[src/rtl/bilinear_pkg.sv]
// Shared widths, constants and the channel-slice helper for the bilinear interpolation pipe.
package bilinear_pkg;
   localparam int PIXW  = 8;
   localparam int NCH   = 3;
   localparam int FRACW = 8;
   localparam int HW    = PIXW + FRACW;
   localparam int VW    = PIXW + 2 * FRACW;
   localparam int PW    = NCH * PIXW;

   // One extra bit so a full weight of 1.0 is representable.
   localparam logic [FRACW:0] ONE = (FRACW + 1)'(1) << FRACW;

   function automatic logic [PIXW-1:0] ch_slice(input logic [PW-1:0] pix, input int c);
      return pix[c*PIXW +: PIXW];
   endfunction
endpackage

[src/rtl/bilinear_lerp.sv]
// Combinational 1-D weighted sum a*(ONE-w) + b*w, widened by FRACW bits.
module bilinear_lerp
   import bilinear_pkg::*;
#(
   parameter int IW = 8
) (
   input  logic [IW-1:0]       a_i,
   input  logic [IW-1:0]       b_i,
   input  logic [FRACW-1:0]    w_i,
   output logic [IW+FRACW-1:0] y_o
);
   logic [FRACW:0] wc;

   assign wc = ONE - {1'b0, w_i};

   // The true result never exceeds (2^IW-1)*ONE, so it fits the output width exactly.
   assign y_o = (IW + FRACW)'(a_i) * (IW + FRACW)'(wc)
              + (IW + FRACW)'(b_i) * (IW + FRACW)'(w_i);
endmodule

[src/rtl/bilinear_interp_pipe.sv]
// 3-stage valid/ready bilinear interpolator: horizontal lerp, vertical lerp, normalise.
// BILINEAR_ROUND_EN selects round-half-up normalisation; otherwise the result is truncated.
module bilinear_interp_pipe
   import bilinear_pkg::*;
(
   input  logic             clk,
   input  logic             reset_n,
   input  logic             in_valid,
   output logic             in_ready,
   input  logic [PW-1:0]    p00,
   input  logic [PW-1:0]    p01,
   input  logic [PW-1:0]    p10,
   input  logic [PW-1:0]    p11,
   input  logic [FRACW-1:0] wx,
   input  logic [FRACW-1:0] wy,
   input  logic             in_last,
   output logic             out_valid,
   input  logic             out_ready,
   output logic [PW-1:0]    out_pix,
   output logic             out_last
);
   logic             s1_valid_q, s2_valid_q, out_valid_q;
   logic             s1_last_q, s2_last_q, out_last_q;
   logic [FRACW-1:0] s1_wy_q;
   logic [HW-1:0]    h0_d [NCH];
   logic [HW-1:0]    h1_d [NCH];
   logic [HW-1:0]    h0_q [NCH];
   logic [HW-1:0]    h1_q [NCH];
   logic [VW-1:0]    v_d  [NCH];
   logic [VW-1:0]    v_q  [NCH];
   logic [PW-1:0]    out_pix_d, out_pix_q;
   logic             s1_adv, s2_adv, s3_adv;

   assign s3_adv   = !out_valid_q || out_ready;
   assign s2_adv   = !s2_valid_q || s3_adv;
   assign s1_adv   = !s1_valid_q || s2_adv;
   assign in_ready = reset_n && s1_adv;

   for (genvar c = 0; c < NCH; c++) begin : g_ch
      logic [VW:0]   rsum;
      logic [PIXW:0] r;
      logic          unused_frac;

      bilinear_lerp #(.IW(PIXW)) u_h0 (
         .a_i (ch_slice(p00, c)),
         .b_i (ch_slice(p01, c)),
         .w_i (wx),
         .y_o (h0_d[c])
      );
      bilinear_lerp #(.IW(PIXW)) u_h1 (
         .a_i (ch_slice(p10, c)),
         .b_i (ch_slice(p11, c)),
         .w_i (wx),
         .y_o (h1_d[c])
      );
      bilinear_lerp #(.IW(HW)) u_v (
         .a_i (h0_q[c]),
         .b_i (h1_q[c]),
         .w_i (s1_wy_q),
         .y_o (v_d[c])
      );

`ifdef BILINEAR_ROUND_EN
      localparam logic [VW:0] RND = (VW + 1)'(1) << (2 * FRACW - 1);
      assign rsum = {1'b0, v_q[c]} + RND;
`else
      assign rsum = {1'b0, v_q[c]};
`endif
      assign r           = rsum[VW:2*FRACW];
      assign unused_frac = ^rsum[2*FRACW-1:0];
      // Saturation cannot trigger for legal weights; kept as a guard.
      assign out_pix_d[c*PIXW +: PIXW] = r[PIXW] ? {PIXW{1'b1}} : r[PIXW-1:0];
   end

   always_ff @(posedge clk) begin
      if (!reset_n) begin
         s1_valid_q  <= 1'b0;
         s2_valid_q  <= 1'b0;
         out_valid_q <= 1'b0;
         out_last_q  <= 1'b0;
         out_pix_q   <= '0;
      end else begin
         if (s1_adv) s1_valid_q <= in_valid;
         if (s2_adv) s2_valid_q <= s1_valid_q;
         if (s3_adv) begin
            out_valid_q <= s2_valid_q;
            if (s2_valid_q) begin
               out_pix_q  <= out_pix_d;
               out_last_q <= s2_last_q;
            end
         end
      end
   end

   // Datapath registers carry no reset; the valids alone decide what is live.
   always_ff @(posedge clk) begin
      if (in_valid && s1_adv) begin
         for (int c = 0; c < NCH; c++) begin
            h0_q[c] <= h0_d[c];
            h1_q[c] <= h1_d[c];
         end
         s1_wy_q   <= wy;
         s1_last_q <= in_last;
      end
      if (s1_valid_q && s2_adv) begin
         for (int c = 0; c < NCH; c++) v_q[c] <= v_d[c];
         s2_last_q <= s1_last_q;
      end
   end

   assign out_valid = out_valid_q;
   assign out_pix   = out_pix_q;
   assign out_last  = out_last_q;
endmodule

[config.mk]
export PLATFORM = sky130hd
export DESIGN_NAME = bilinear_interp_pipe
export DESIGN_NICKNAME = d
export VERILOG_FILES = /design/src/rtl/bilinear_pkg.sv /design/src/rtl/bilinear_lerp.sv /design/src/rtl/bilinear_interp_pipe.sv
export SDC_FILE = /design/constraint.sdc
export NUM_CORES = 2
export LEC_CHECK = 0
export ABC_AREA = 1
export CORE_AREA = 2 2 341 343
export CTS_CLUSTER_SIZE = 14
export DETAILED_ROUTE_END_ITERATION = 8
export DIE_AREA = 0 0 343 345
export DONT_BUFFER_PORTS = 1
export GPL_TIMING_DRIVEN = 0
export PLACE_DENSITY = 0.68
export SLEW_MARGIN = 0
export SYNTH_ARGS = -nofsm -noshare
export SYNTH_HDL_FRONTEND = slang
export SYNTH_SLANG_ARGS = --single-unit
[constraint.sdc]
create_clock -name clk -period 14.14 [get_ports clk]
set_clock_uncertainty 0.15 [all_clocks]
set_input_delay 2.828 -clock clk [delete_from_list [all_inputs] [get_ports clk]]
set_output_delay 2.828 -clock clk [all_outputs]
set_load 0.005 [all_outputs]
==> impl_metrics.json <==
{
  "routedWlPerCell_um": 19.1,
  "worst_ep_arrival_time_ps": 11980,
  "nFillCells": 11149,
  "fmax_mhz": 83.7,
  "fp.dieW_um": 343,
  "outcome": "finished, final reports clean",
  "final_max_slew_viol_count": 0,
  "crit_slowest_cell": "clkbuf_1",
  "async_flop_share": 0,
  "rows": 125,
  "slew-limit-headroom": 0.107,
  "hold_violations": 0,
  "synthAdderAreaFrac": 0.545,
  "synth_compound_area_frac": 0.0229,
  "ant_nets": 0,
  "rsz0062_at_grt": "no",
  "endpoint_kind": "flip-flop",
  "grt_usage": 0.312,
  "synth-seq-cells": 158,
  "setup_tns_ps": 0,
  "hold_buffers": 0,
  "htreeDepth": 4,
  "synth_xor_area_frac": 0.0170,
  "drive_gt1_frac": 0.0243,
  "cts-root-buf": "clkbuf_16",
  "synth_simple_gate_area_frac": 0.162,
  "num_io_pins": 144,
  "tightest_slew_ps": 1340,
  "hold_class": "flip-flop to flip-flop",
  "nets": 9733,
  "netlist.area_leader.share": 0.420,
  "antenna_found_initial": 4,
  "finalCritPeriodShare": 0.845,
  "io_buffers": 0,
  "slowest_delay_ps": 760,
  "syn_area_per_cell_um2": 7.80,
  "crit_fanout": 10,
  "grt_pass1_wl_mm": 279,
  "start_kind": "primary input",
  "synth_most_common_cell": "inv_1",
  "critPathKind": "primary input to flip-flop",
  "cts.clk_slew.worst_paths_ps": 60,
  "setup_viol": 0,
  "synth-main-ff-cell": "edfxtp_1",
  "drtPass1Iterations": 6,
  "synth_top_family_by_area": "adder cells",
  "viasPerCell": 5.08,
  "core_um2": 115000,
  "yosysSeqAreaShare": 0.0740,
  "multi_input_area_um2": 45000,
  "synthMuxAreaShare": 0,
  "drtIter0Drc": 4110,
  "die-area_um2": 118000,
  "gp_congestion": 0.990,
  "grt_pass1_vias": 48967,
  "synth_area_um2": 60300,
  "synth_common_cells": "2,524 x inv_1, 1,843 x nand2_1, 1,266 x fa_1",
  "synth_cell_type_count": 40,
  "overflow": 0,
  "wl_mm": 177,
  "dp_hpwl_mm": 151,
  "clock_latency_ps": 510,
  "initial_core_util": 0.524,
  "cts_sinks": 158,
  "cts_tree": "yes",
  "required_ps": 14170,
  "ys_top_cells_by_area": "fa_1 42%, inv_1 16%, ha_1 12%",
  "post-cts-setup-buffer-count": 0,
  "maxCapViolCount": 0,
  "synth_edf_count": 130,
  "yosys.area.top_type": "fa_1",
  "cp_common_cell": "nand2_1",
  "syn2layout_area_growth_pct": 4.15,
  "seq_area_um2": 4460,
  "grt_max_degree": 78,
  "ctsResizeCount": 0,
  "numCtsBuffers": 17,
  "yosysWarnings": 0,
  "syn-num-nets": 9713,
  "netlist_instances": 7731,
  "die_h_um": 345,
  "drc": 0,
  "fin_crit_ps": 11950,
  "vias": 47192,
  "cts_buffer_depth": 2
}
## metrics by stage
stage / instance area [um2] / cells / setup slack [ps] / hold slack [ps] / util
after floorplan: 60300 / 7731 / 4730 / 250 / -
after global placement: 62200 / 9255 / 1930 / 258 / 0.540
after detailed placement: 62200 / 9256 / 1810 / 262 / 0.541
after CTS: 62800 / 9288 / 2330 / 310 / 0.545
after global routing: 62800 / 9291 / 1730 / 310 / 0.546
final: 62800 / 9292 / 2190 / 304 / 0.546
## critical path: cells and delay by family
family	cells	cell delay, ps
AOI/OAI and AO/OA	1	520
adders and majority gates	8	3670
buffers and inverters	11	3670
and+or+nand+nor	12	1270
## area by class of cell
| type | instances | area share |
|---|---|---|
| inverter | 2535 | 0.152 |
| antenna | 4 | 0.000159 |
| tap | 1524 | 0.0304 |
| clock buffer | 20 | 0.00695 |
| clock inverter | 12 | 0.00185 |
| sequential | 158 | 0.0711 |
| multi-input combinational | 4742 | 0.717 |
| timing repair buffer | 1 | 0.000438 |
| buffer | 296 | 0.0205 |
## flip-flops by register name, indices dropped and copies added, names as in the netlist
register,cells
h1_q,48
s1_valid_q,1
s1_wy_q,8
out_valid,1
h0_q,48
s2_valid_q,1
v_q,24
out_last,1
s2_last_q,1
s1_last_q,1
out_pix,24
## cells by family after synthesis
group,count (synthesis)
DFF,158
adders and majority gates,1865
AOI/OAI and AO/OA,254
xor gates and xnor gates,117
buffers and inverters,2831
and+or+nand+nor,2506
## routing by layer
metal	GRT usage	vias up	routed length, um
met5	0	-	13
met4	0.151	2	10300
met3	0.0515	369	15400
met2	0.506	1911	82400
met1	0.405	23205	69100
li1	-	21705	-
## cell usage in the layout, fill, tap and decap left out, drive strengths merged, types with 2 or more instances in the layout
cell      Yosys  routed
o21ai        80      80
nor3         17      17
clkbuf      257     277
or2           6       6
and2          3       3
ha          599     599
dfxtp        28      28
nor2        498     498
nand4        37      37
a21boi        3       3
o211ai        2       2
nand3        93      93
a31oi        10      10
inv        2533    2536
buf          39      40
nand3b        5       5
edfxtp      130     130
o21bai       15      15
a21oi       125     125
diode         0       4
xnor2        43      43
clkinvlp      0       5
a21o         14      14
xor2         74      74
fa         1266    1266
o21a          3       3
clkinv        2       5
nand2      1844    1844
## path summary, 6_finish.rpt
check	start	cells past startpoint	slack [ps]	endpoint
max	wx[1]	32	2190	h0_q[0][31]
min reg2reg	s1_last_q	0	300	s2_last_q
min	s1_last_q	0	300	s2_last_q
max reg2reg	s1_wy_q[1]	33	4160	v_q[0][23]
Power is not shown: default switching activity piles up to over one toggle a cycle in this logic, so the estimate is an artifact.
